## src/rtl/fetch_unit.sv

```systemverilog
// Instruction fetch unit: program counter, next-PC selection and a
// two-state fetch FSM that captures the instruction register.
module fetch_unit #(
  parameter logic [31:0] RESET_PC = 32'h0000_0000
) (
  input  logic        clk,
  input  logic        rst,
  input  logic        PCWre,
  input  logic        IRWre,
  input  logic [1:0]  Branch,
  input  logic [31:0] ExtImm,
  input  logic [31:0] JumpReg,
  output logic        imem_req,
  output logic [31:0] imem_addr,
  input  logic [31:0] imem_rdata,
  input  logic        imem_ack,
  output logic [31:0] PC,
  output logic [31:0] PCPlus4,
  output logic [5:0]  op,
  output logic [5:0]  func,
  output logic [4:0]  rs,
  output logic [4:0]  rt,
  output logic [4:0]  rd,
  output logic [4:0]  shamt,
  output logic [15:0] imm16,
  output logic        busy,
  output logic        fetch_done,
  output logic        misalign
);

  typedef enum logic {
    S_IDLE = 1'b0,
    S_WAIT = 1'b1
  } state_t;

  state_t      r_state;
  state_t      w_state_nxt;
  logic        w_start;
  logic        w_end;
  logic [31:0] r_pc;
  logic [31:0] r_ir;
  logic [31:0] r_pp4;
  logic [31:0] r_addr;
  logic        r_done;
  logic        r_mis;
  logic [31:0] w_seq;
  logic [31:0] w_npc;
  logic        w_jr_bad;

  always_comb begin
    w_state_nxt = r_state;
    w_start     = 1'b0;
    w_end       = 1'b0;
    unique case (r_state)
      S_IDLE: begin
        if (IRWre) begin
          w_state_nxt = S_WAIT;
          w_start     = 1'b1;
        end
      end
      S_WAIT: begin
        if (imem_ack) begin
          w_state_nxt = S_IDLE;
          w_end       = 1'b1;
        end
      end
      default: w_state_nxt = S_IDLE;
    endcase
  end

  assign w_seq = r_pc + 32'd4;

  // Jump target takes its upper nibble from the last fetch's link value.
  always_comb begin
    w_npc = w_seq;
    unique case (Branch)
      2'b00: w_npc = w_seq;
      2'b01: w_npc = w_seq + (ExtImm << 2);
      2'b10: w_npc = {r_pp4[31:28], r_ir[25:0], 2'b00};
      2'b11: w_npc = {JumpReg[31:2], 2'b00};
      default: w_npc = w_seq;
    endcase
  end

  assign w_jr_bad = PCWre && (Branch == 2'b11) &&
                    (JumpReg[1:0] != 2'b00);

  always_ff @(posedge clk or posedge rst) begin
    if (rst) begin
      r_state <= S_IDLE;
      r_pc    <= RESET_PC;
      r_ir    <= 32'h0;
      r_pp4   <= 32'h0;
      r_addr  <= 32'h0;
      r_done  <= 1'b0;
      r_mis   <= 1'b0;
    end else begin
      r_state <= w_state_nxt;
      r_done  <= w_end;
      if (PCWre)
        r_pc <= w_npc;
      if (w_start)
        r_addr <= r_pc;
      if (w_end) begin
        r_ir  <= imem_rdata;
        r_pp4 <= r_addr + 32'd4;
      end
      if (w_jr_bad)
        r_mis <= 1'b1;
    end
  end

  assign busy       = (r_state == S_WAIT);
  assign imem_req   = busy;
  assign imem_addr  = busy ? r_addr : 32'h0;
  assign PC         = r_pc;
  assign PCPlus4    = r_pp4;
  assign fetch_done = r_done;
  assign misalign   = r_mis;
  assign op         = r_ir[31:26];
  assign rs         = r_ir[25:21];
  assign rt         = r_ir[20:16];
  assign rd         = r_ir[15:11];
  assign shamt      = r_ir[10:6];
  assign func       = r_ir[5:0];
  assign imm16      = r_ir[15:0];

endmodule

```

## config.mk

```make
export PLATFORM = sky130hd
export DESIGN_NAME = fetch_unit
export DESIGN_NICKNAME = d
export VERILOG_FILES = /design/src/rtl/fetch_unit.sv
export SDC_FILE = /design/constraint.sdc
export NUM_CORES = 1
export LEC_CHECK = 0
export CORE_MARGIN = 10
export CORE_UTILIZATION = 53
export CTS_BUF_LIST = sky130_fd_sc_hd__clkbuf_16
export CTS_CLUSTER_SIZE = 30
export DETAILED_ROUTE_END_ITERATION = 7
export PLACE_DENSITY = 0.89
export SYNTH_ARGS = -nofsm -noshare
export SYNTH_HDL_FRONTEND = slang
export SYNTH_SLANG_ARGS = --single-unit
```

## constraint.sdc

```tcl
create_clock -name clk -period 6.9 [get_ports clk]
set_input_delay 0.69 -clock clk [delete_from_list [all_inputs] [get_ports clk]]
set_output_delay 0.69 -clock clk [all_outputs]
set_load 0.03 [all_outputs]
```

==> flow_summary.yaml, run 1 <==
placement:
  post-place-cells: 1326
  place_hpwl_mm: 22.2
  gp_congestion: 0.938
  io_buffers: 242
sta:
  setup_viol: 0
  period_needed_ns: 4.56
  hold_violations: 0
  rsz0062_at_grt: "no"
  tightest_slew_ns: 0.964
  report.final.slew_viol_count: 0
  max-slew-margin-rel_pct: 35.7
  final.setup.tns_ns: 0
  fmax_mhz: 219
  final.setup_skew_ns: 0.00931
  post-route-period-util_pct: 66.1
yosys:
  async_flop_share_pct: 100
  synth-compound-area-share_pct: 14.5
  synth-simple-area-share_pct: 18.2
  yosysTopAreaCell: "dfrtp_1"
  synth_fa_ha_area_share_pct: 5.31
  postSynthCellCount: 922
  synth_cell_type_count: 76
  syn_avg_cell_area_um2: 9.36
  netlist_area_um2: 8630
  synth_top_area_share_pct: 36.3
  netlist_top_cells_count: "dfrtp_1, nand2_1, mux2_2, nor2_1, o21ai_0"
  synth_edf_count: 0
  synth_xor_xnor_area_share_pct: 7.80
  ys_ff_latch: 125
  synth_top_family_by_area: "simple AND/OR/NAND/NOR gates"
  ys_warn_count: 0
  synth-main-ff-cell: "dfrtp_1"
  muxShareOfSynthArea_pct: 13.0
  synth.area.top_cells: "dfrtp_1, mux2_2, ha_1"
  ys_seq_area_share_pct: 36.3
  synth.most_common_cell: "dfrtp_1"
critical_path:
  crit_chain: "ha_1 > nand3_2 > nor4_2 > nand2_1 > nor3_1 > xor2_1 > ha_1 > a21oi_1 > inv_1 > o41a_1 > a221oi_1 > xnor2_1 > o22ai_2"
  startpoint_type: "flip-flop"
  cp_max_fo: 8
  worst_path_max_delay_cell: "nor4_2"
  cp-end-kind: "flip-flop"
  cp_data_arrival_time_ns: 4.86
  critPathMostFrequentCell: "ha_1"
  required_ns: 7.20
  criticalPathCategory: "flip-flop to flip-flop"
  max_stage_delay_ns: 0.67
cts:
  h-tree-depth: 4
  clkSlewWorstSetupHoldPaths_ns: 0.06
  numCtsBuffers: 17
  cts_buffer_depth: 2
  worstSkewPairLatency_ns: 0.42
  ctsHoldBuffers: 0
  ctsResizeCount: 0
  cts_setup_buffers: 0
  cts_root_buffer: "clkbuf_16"
  cts_tree: "done"
  numClockSinks: 125
drt:
  wirelength_mm: 29.6
  drt-pass1-iter-count: 6
  drc: 0
  drt-initial-drc-count: 781
  vias: 8109
  wire_per_inst_um: 21.7
  drtAntennaViolNets: 0
  viasPerCell: 5.96
min_path:
  worstHoldPathType: "flip-flop to flip-flop"
floorplanning:
  dieArea_um2: 21800
  coreArea_um2: 15900
  fp-row-count: 46
  ios: 251
  chipWidth_um: 148
  start_util_pct: 54.1
  die_h_um: 148
power:
  powerDensity_nw_per_um2: 417
  p_comb_share_pct: 52.5
  p_switching_uw: 2190
  p_sw_share_pct: 44.9
  seq_power_share_pct: 28.3
  pwr-share-clk_pct: 19.2
  ir_drop_v: 0.000215
  cellLeakagePower_uw: 0.00471
  internal-power_uw: 2680
global_route:
  grt_pass1_vias: 8149
  grt_max_degree: 65
  grt_overflow: 0
  antenna_found_initial: 2
  track_usage_pct: 26.4
  grt_pass1_wl_mm: 45.7
final_layout:
  fin_nets: 1268
  area_growth_pct: 35.3
  drive_above_1_share_pct: 12.3
  final_cells: 1360
status:
  status: "finished clean"
run:
  cap_violations: 0
==> state kept, by name, indices dropped and copies added (netlist names) <==
register and count:
PC 30, r_ir 32, misalign 1, PCPlus4 30, fetch_done 1, busy 1
r_addr 30
==> power groups by stage <==
stage | registers, uW | clock network (uW) | logic, uW
3_5_place_dp | 1370 | 0 | 2530
3_3_place_gp | 1350 | 0 | 2470
2_1_floorplan | 1620 | 0 | 1320
6_report | 1380 | 935 | 2560
4_1_cts | 1370 | 943 | 2550
5_1_grt | 1420 | 980 | 2730
==> layout by cell type, fill, tap and decap left out, drive strengths merged, types with 5 or more instances in the layout <==
| master | n |
|---|---|
| nand2b | 9 |
| ha | 35 |
| nor4 | 6 |
| clkinv | 5 |
| a21oi | 54 |
| and3 | 7 |
| o22ai | 12 |
| nand4 | 18 |
| a31oi | 8 |
| a221oi | 7 |
| mux2 | 69 |
| and4 | 6 |
| nor2 | 62 |
| clkbuf | 17 |
| xor2 | 32 |
| nor2b | 5 |
| nor3 | 9 |
| nand3 | 34 |
| buf | 9 |
| xnor2 | 44 |
| mux4 | 9 |
| clkdlybuf4s50 | 242 |
| dfrtp | 125 |
| o21ai | 59 |
| mux2i | 14 |
| and2 | 34 |
| or3 | 6 |
| o21a | 6 |
| a21o | 11 |
| conb | 6 |
| inv | 24 |
| nand2 | 106 |
==> per-layer routing <==
layer	track usage [%]	wire length, um	vias up
li1	-	-	3708
met1	33.8	12000	3895
met2	41.2	13700	448
met3	7.91	3030	58
met4	9.56	789	0
met5	0	0	-
==> final timing paths <==
path	startpoint	to	slack, ns	depth (start not counted)
worst min-delay path	PCPlus4[2]$_DFFE_PP0P_	PCPlus4[2]$_DFFE_PP0P_	0.48	2
min in group asynchronous	rst	PCPlus4[5]$_DFFE_PP0P_	0.77	2
worst max-delay path	PC[2]$_DFFE_PP0P_	PC[31]$_DFFE_PP0P_	2.34	13
worst max register to register	PC[2]$_DFFE_PP0P_	PC[31]$_DFFE_PP0P_	2.34	13
worst min register to register	PCPlus4[2]$_DFFE_PP0P_	PCPlus4[2]$_DFFE_PP0P_	0.48	2
max in group asynchronous	rst	PC[15]$_DFFE_PP0P_	4.80	3
==> critical path: cells and delay by family (launching register included) <==
kind            cells  cell delay, ns
simple gates        4            1.50
buf+inv             1            0.11
flops               1            0.48
compound gates      4            1.31
xor+xnor            2            0.38
fa+ha+maj           2            0.67
==> metrics by stage <==
step / util, % / total power [uW] / setup WS (ns) / cell area (um2) / hold WS (ns)
final: 73.2 / 4870 / 2.34 / 11700 / 0.478
after global routing: 73.2 / 5130 / 2.09 / 11700 / 0.509
after CTS: 73.2 / 4860 / 2.50 / 11700 / 0.483
after detailed placement: 69.3 / 3900 / 2.55 / 11100 / 0.470
after global placement: 69.3 / 3820 / 2.69 / 11100 / 0.460
after floorplan: - / 2940 / 2.88 / 8640 / 0.515
==> cell type report <==
type                            instances  area (um2)
Multi-Input combinational cell        715        5090
Clock buffer                           17         425
Antenna cell                            2        5.00
Tap cell                              216         270
Timing Repair Buffer                  251        2490
Clock inverter                         15         184
Inverter                               19        73.8
Fill cell                            1173        4280
Sequential cell                       125        3130
==> cell families after synthesis <==
family / count (synthesis)
DFF: 125
buffers and inverters: 87
muxes: 92
other: 1
xor gates and xnor gates: 76
adders and majority gates: 36
and+or+nand+nor: 308
AOI/OAI and AO/OA: 197
Power figures use the tool's default switching activity.
==> inputs of run 2 (changes only) <==
CORE_UTILIZATION = 44   (was 53)
PLACE_DENSITY = 0.79   (was 0.89)
clock period = 4.1 ns   (was 6.9 ns; I/O delays follow)
==> flow_summary.yaml, run 2 (same netlist as run 1, synthesis figures left out) <==
sta:
  max-slew-margin-rel_pct: 36.3
  setup_viol: 0
  report.final.slew_viol_count: 0
  hold_violations: 0
  fmax_mhz: 260
  tightest_slew_ns: 0.955
  rsz0062_at_grt: "no"
  period_needed_ns: 3.85
  post-route-period-util_pct: 93.9
  hold_slack_ns: 0.476
  final.setup.tns_ns: 0
  final.setup_skew_ns: 0.0104
drt:
  viasPerCell: 5.51
  drtAntennaViolNets: 0
  vias: 7851
  wirelength_mm: 28.9
  drc: 0
  wire_per_inst_um: 20.3
  drt-pass1-iter-count: 5
  drt-initial-drc-count: 628
placement:
  place_hpwl_mm: 22.5
  post-place-cells: 1392
  gp_congestion: 0.938
  io_buffers: 242
final_layout:
  seq_area_um2: 3130
  final_common_cell: "clkdlybuf4s50_1"
  final_util_pct: 61.4
  fillCellCount: 1657
  area_growth_pct: 38.0
  final_cells: 1425
  n_antenna_cell: 0
  drive_above_1_share_pct: 14.1
  largest_reg_flops: 32
  fin_nets: 1286
  mostFrequentLayoutCells: "clkdlybuf4s50_1, dfrtp_1, nand2_1"
  multiInputGateArea_um2: 5110
  top_register: "r_ir"
power:
  ir_drop_v: 0.000359
  cellLeakagePower_uw: 0.00482
  powerDensity_nw_per_um2: 692
global_route:
  antenna_found_initial: 0
  grt_max_degree: 101
  track_usage_pct: 22.1
  grt_overflow: 0
  grt_pass1_vias: 8041
  grt_pass1_wl_mm: 45.3
cts:
  cts_root_buffer: "clkbuf_16"
  cts_tree: "done"
  numClockSinks: 125
  numCtsBuffers: 17
  h-tree-depth: 4
  cts_buffer_depth: 2
  worstSkewPairLatency_ns: 0.42
  clkSlewWorstSetupHoldPaths_ns: 0.06
  ctsHoldBuffers: 0
critical_path:
  startpoint_type: "flip-flop"
  crit_chain: "ha_2 > nand3_2 > or2_1 > or3_4 > xnor2_2 > ha_2 > nand4_1 > nor2_1 > o2111ai_1 > a31oi_1 > a221oi_1 > xnor2_1 > o22ai_2"
  cp_num_buf_inv: 0
  cp_data_arrival_time_ns: 4.15
  cp-end-kind: "flip-flop"
  required_ns: 4.40
  cp_max_fo: 8
  critPathMostFrequentCell: "ha_2"
  critPathTopFamily: "simple AND/OR/NAND/NOR gates"
  criticalPathCategory: "flip-flop to flip-flop"
  worst_path_max_delay_cell: "a31oi_1"
  max_stage_delay_ns: 0.50
floorplanning:
  coreArea_um2: 19400
  chipWidth_um: 160
  start_util_pct: 44.5
  fp-row-count: 51
  ios: 251
  dieArea_um2: 25600
  die_h_um: 160
min_path:
  worstHoldPathType: "flip-flop to flip-flop"
status:
  status: "finished clean"
run:
  cap_violations: 0
run 2: changes by cell type in the layout (fill, tap and decap cells not counted), moves of 2 or more:
| cell | delta |
|---|---|
| buf_4 | +18 |
| clkinvlp_4 | -2 |
| diode_2 | -2 |
| ha_1 | -2 |
| ha_2 | +2 |
run 2: what timing repair did:
item | CTS | global route
endpoints found under the setup margin | 0 | 2
buffers inserted | 0 | 1
gates resized for setup | 0 | 4
run 2: stage by stage:
stage	total power [uW]	setup WS [ns]	instance area [um2]
3_3_place_gp	6470	0.313	11200
3_5_place_dp	6560	0.233	11200
5_1_grt	8730	0.0435	11900
6_report	8240	0.250	11900
2_1_floorplan	4950	0.273	8640
4_1_cts	8250	0.214	11900
run 2: worst paths after layout:
check | cells past startpoint | start | slack [ns] | end
setup / recovery | 13 | PC[3]$_DFFE_PP0P_ | 0.25 | PC[31]$_DFFE_PP0P_
hold / removal | 2 | PCPlus4[26]$_DFFE_PP0P_ | 0.48 | PCPlus4[26]$_DFFE_PP0P_
setup reg to reg | 13 | PC[3]$_DFFE_PP0P_ | 0.25 | PC[31]$_DFFE_PP0P_
min in group asynchronous | 2 | rst | 0.57 | PCPlus4[3]$_DFFE_PP0P_
hold reg to reg | 2 | PCPlus4[26]$_DFFE_PP0P_ | 0.48 | PCPlus4[26]$_DFFE_PP0P_
max in group asynchronous | 3 | rst | 2.76 | PCPlus4[19]$_DFFE_PP0P_
run 2: layout make-up:
cell class	instances	share of cell area [%]
Tap cell	265	2.79
Inverter	19	0.641
Multi-Input combinational cell	715	42.9
Timing Repair Buffer	269	22.0
Sequential cell	125	26.3
Clock buffer	17	3.57
Clock inverter	15	1.74
run 2: worst register-to-register path, stage by stage, from the launching register on:
cell       delay (ns)
dfrtp_1          0.35
ha_2             0.23
nand3_2          0.12
or2_1            0.31
or3_4            0.46
xnor2_2          0.17
ha_2             0.42
nand4_1          0.15
nor2_1           0.23
o2111ai_1        0.26
a31oi_1          0.50
a221oi_1         0.23
xnor2_1          0.22
o22ai_2          0.09
run 2: routing by layer:
layer  vias up  wire length, um  track usage (%)
met5         -                0                0
met1      3741            12500             27.7
met4         0              601             6.84
met3        46             2210             6.48
met2       335            13600             36.0
li1       3729                -                -
run 2: where the power goes:
group	total (uW)	internal, uW	leakage, uW	switching, uW
Clock	1650	1030	0.000315	619
Sequential	2260	1680	0.00146	574
Combinational	4330	1910	0.00305	2420
==> inputs of run 3 (changes only) <==
PLACE_DENSITY = 0.87   (was 0.79)
==> flow_summary.yaml, run 3 (same netlist as run 1, synthesis figures left out) <==
final_layout:
  mostFrequentLayoutCells: "clkdlybuf4s50_1, dfrtp_1, nand2_1"
  largest_reg_flops: 32
  top_register: "r_ir"
  drive_above_1_share_pct: 13.7
  fillCellCount: 1630
  fin_nets: 1282
  final_common_cell: "clkdlybuf4s50_1"
  fin_area_um2: 11800
  area_growth_pct: 37.3
global_route:
  grt_overflow: 0
  grt_pass1_wl_mm: 45.9
  antenna_found_initial: 2
  track_usage_pct: 22.2
  grt_pass1_vias: 8136
  grt_max_degree: 82
critical_path:
  max_stage_delay_ns: 0.46
  cp_data_arrival_time_ns: 4.14
  worst_path_max_delay_cell: "or3_4"
  cp_num_buf_inv: 0
  cp-end-kind: "flip-flop"
  required_ns: 4.41
  startpoint_type: "flip-flop"
  criticalPathCategory: "flip-flop to flip-flop"
  cp_max_fo: 8
  crit_chain: "ha_1 > nand3_2 > or2_1 > or3_4 > xnor2_2 > ha_2 > a21oi_1 > o21ai_0 > a22oi_2 > a31oi_2 > o21ai_1 > mux2_2 > a221oi_1"
  critPathTopFamily: "compound AO/OA/AOI/OAI gates"
cts:
  ctsResizeCount: 0
  cts_tree: "done"
  ctsHoldBuffers: 0
  cts_setup_buffers: 0
  numClockSinks: 125
  h-tree-depth: 4
  cts_root_buffer: "clkbuf_16"
  clkSlewWorstSetupHoldPaths_ns: 0.06
  worstSkewPairLatency_ns: 0.42
  numCtsBuffers: 17
  cts_buffer_depth: 2
sta:
  report.final.slew_viol_count: 0
  period_needed_ns: 3.83
  post-route-period-util_pct: 93.4
  max-slew-margin-rel_pct: 35.3
  fmax_mhz: 261
  tightest_slew_ns: 0.970
  hold_violations: 0
  final.setup.tns_ns: 0
  rsz0062_at_grt: "no"
  setup_viol: 0
  final.setup_skew_ns: 0.00757
power:
  p_switching_uw: 3680
  pwr-share-clk_pct: 18.2
  internal-power_uw: 4490
  seq_power_share_pct: 27.7
  p_comb_share_pct: 54.1
  ir_drop_v: 0.000337
  p_sw_share_pct: 45.0
  total_power_uw: 8160
  cellLeakagePower_uw: 0.00476
  powerDensity_nw_per_um2: 689
floorplanning:
  fp-row-count: 51
  chipWidth_um: 160
  coreArea_um2: 19400
  start_util_pct: 44.5
  dieArea_um2: 25600
  ios: 251
  die_h_um: 160
drt:
  drt-pass1-iter-count: 6
  wire_per_inst_um: 20.6
  vias: 8073
  wirelength_mm: 29.4
  drtAntennaViolNets: 0
  drt-initial-drc-count: 836
  drc: 0
  viasPerCell: 5.67
placement:
  gp_congestion: 0.920
  place_hpwl_mm: 23.0
  io_buffers: 242
  place_area_um2: 11200
run:
  cap_violations: 0
status:
  status: "finished clean"
min_path:
  worstHoldPathType: "flip-flop to flip-flop"
run 3: final timing paths:
check,start,to,slack [ns],depth (start not counted)
max,PC[2]$_DFFE_PP0P_,PC[25]$_DFFE_PP0P_,0.27,13
min,PCPlus4[27]$_DFFE_PP0P_,PCPlus4[27]$_DFFE_PP0P_,0.48,2
max reg2reg,PC[2]$_DFFE_PP0P_,PC[25]$_DFFE_PP0P_,0.27,13
min reg2reg,PCPlus4[27]$_DFFE_PP0P_,PCPlus4[27]$_DFFE_PP0P_,0.48,2
max in group asynchronous,rst,r_addr[22]$_DFFE_PP0P_,2.69,3
min in group asynchronous,rst,PCPlus4[5]$_DFFE_PP0P_,0.49,2
run 3: layout make-up:
| type | instances | area, um2 | share of cell area (%) |
|---|---|---|---|
| Tap cell | 265 | 332 | 2.80 |
| Clock buffer | 17 | 425 | 3.59 |
| Antenna cell | 2 | 5.00 | 0.0423 |
| Clock inverter | 15 | 146 | 1.24 |
| Timing Repair Buffer | 265 | 2590 | 21.9 |
| Inverter | 19 | 76.3 | 0.645 |
| Sequential cell | 125 | 3130 | 26.4 |
| Multi-Input combinational cell | 715 | 5130 | 43.3 |
run 3: through the flow:
step	hold WS, ns	cells	worst slack [ns]	util [%]
detailed placement	0.469	1389	0.186	57.8
CTS	0.483	1421	0.144	60.8
finish	0.476	1423	0.272	61.0
global placement	0.462	1389	0.270	57.8
global route	0.515	1423	0.0225	61.0
floorplan	0.515	927	0.273	-
run 3: worst reg2reg max path: stages (launching register included):
cell and delay, ns:
dfrtp_1 0.36, ha_1 0.25, nand3_2 0.14, or2_1 0.32, or3_4 0.46, xnor2_2 0.20
ha_2 0.36, a21oi_1 0.20, o21ai_0 0.17, a22oi_2 0.30, a31oi_2 0.17, o21ai_1 0.16
mux2_2 0.35, a221oi_1 0.29
run 3: power groups by stage:
stage          Clock, uW  Combinational, uW  Sequential (uW)
2_1_floorplan          0               2220             2730
3_3_place_gp           0               4260             2240
3_5_place_dp           0               4360             2270
4_1_cts             1500               4380             2250
5_1_grt             1550               4730             2340
6_report            1480               4420             2260
run 3: layer usage:
metal  vias to the layer above  share of wire, %  global-route usage, %
li1                       3729                 -                      -
met1                      3856                41                   28.0
met4                         0               3.2                   8.85
met2                       423                47                   35.6
met5                         -                 0                      0
met3                        65               8.6                   5.55
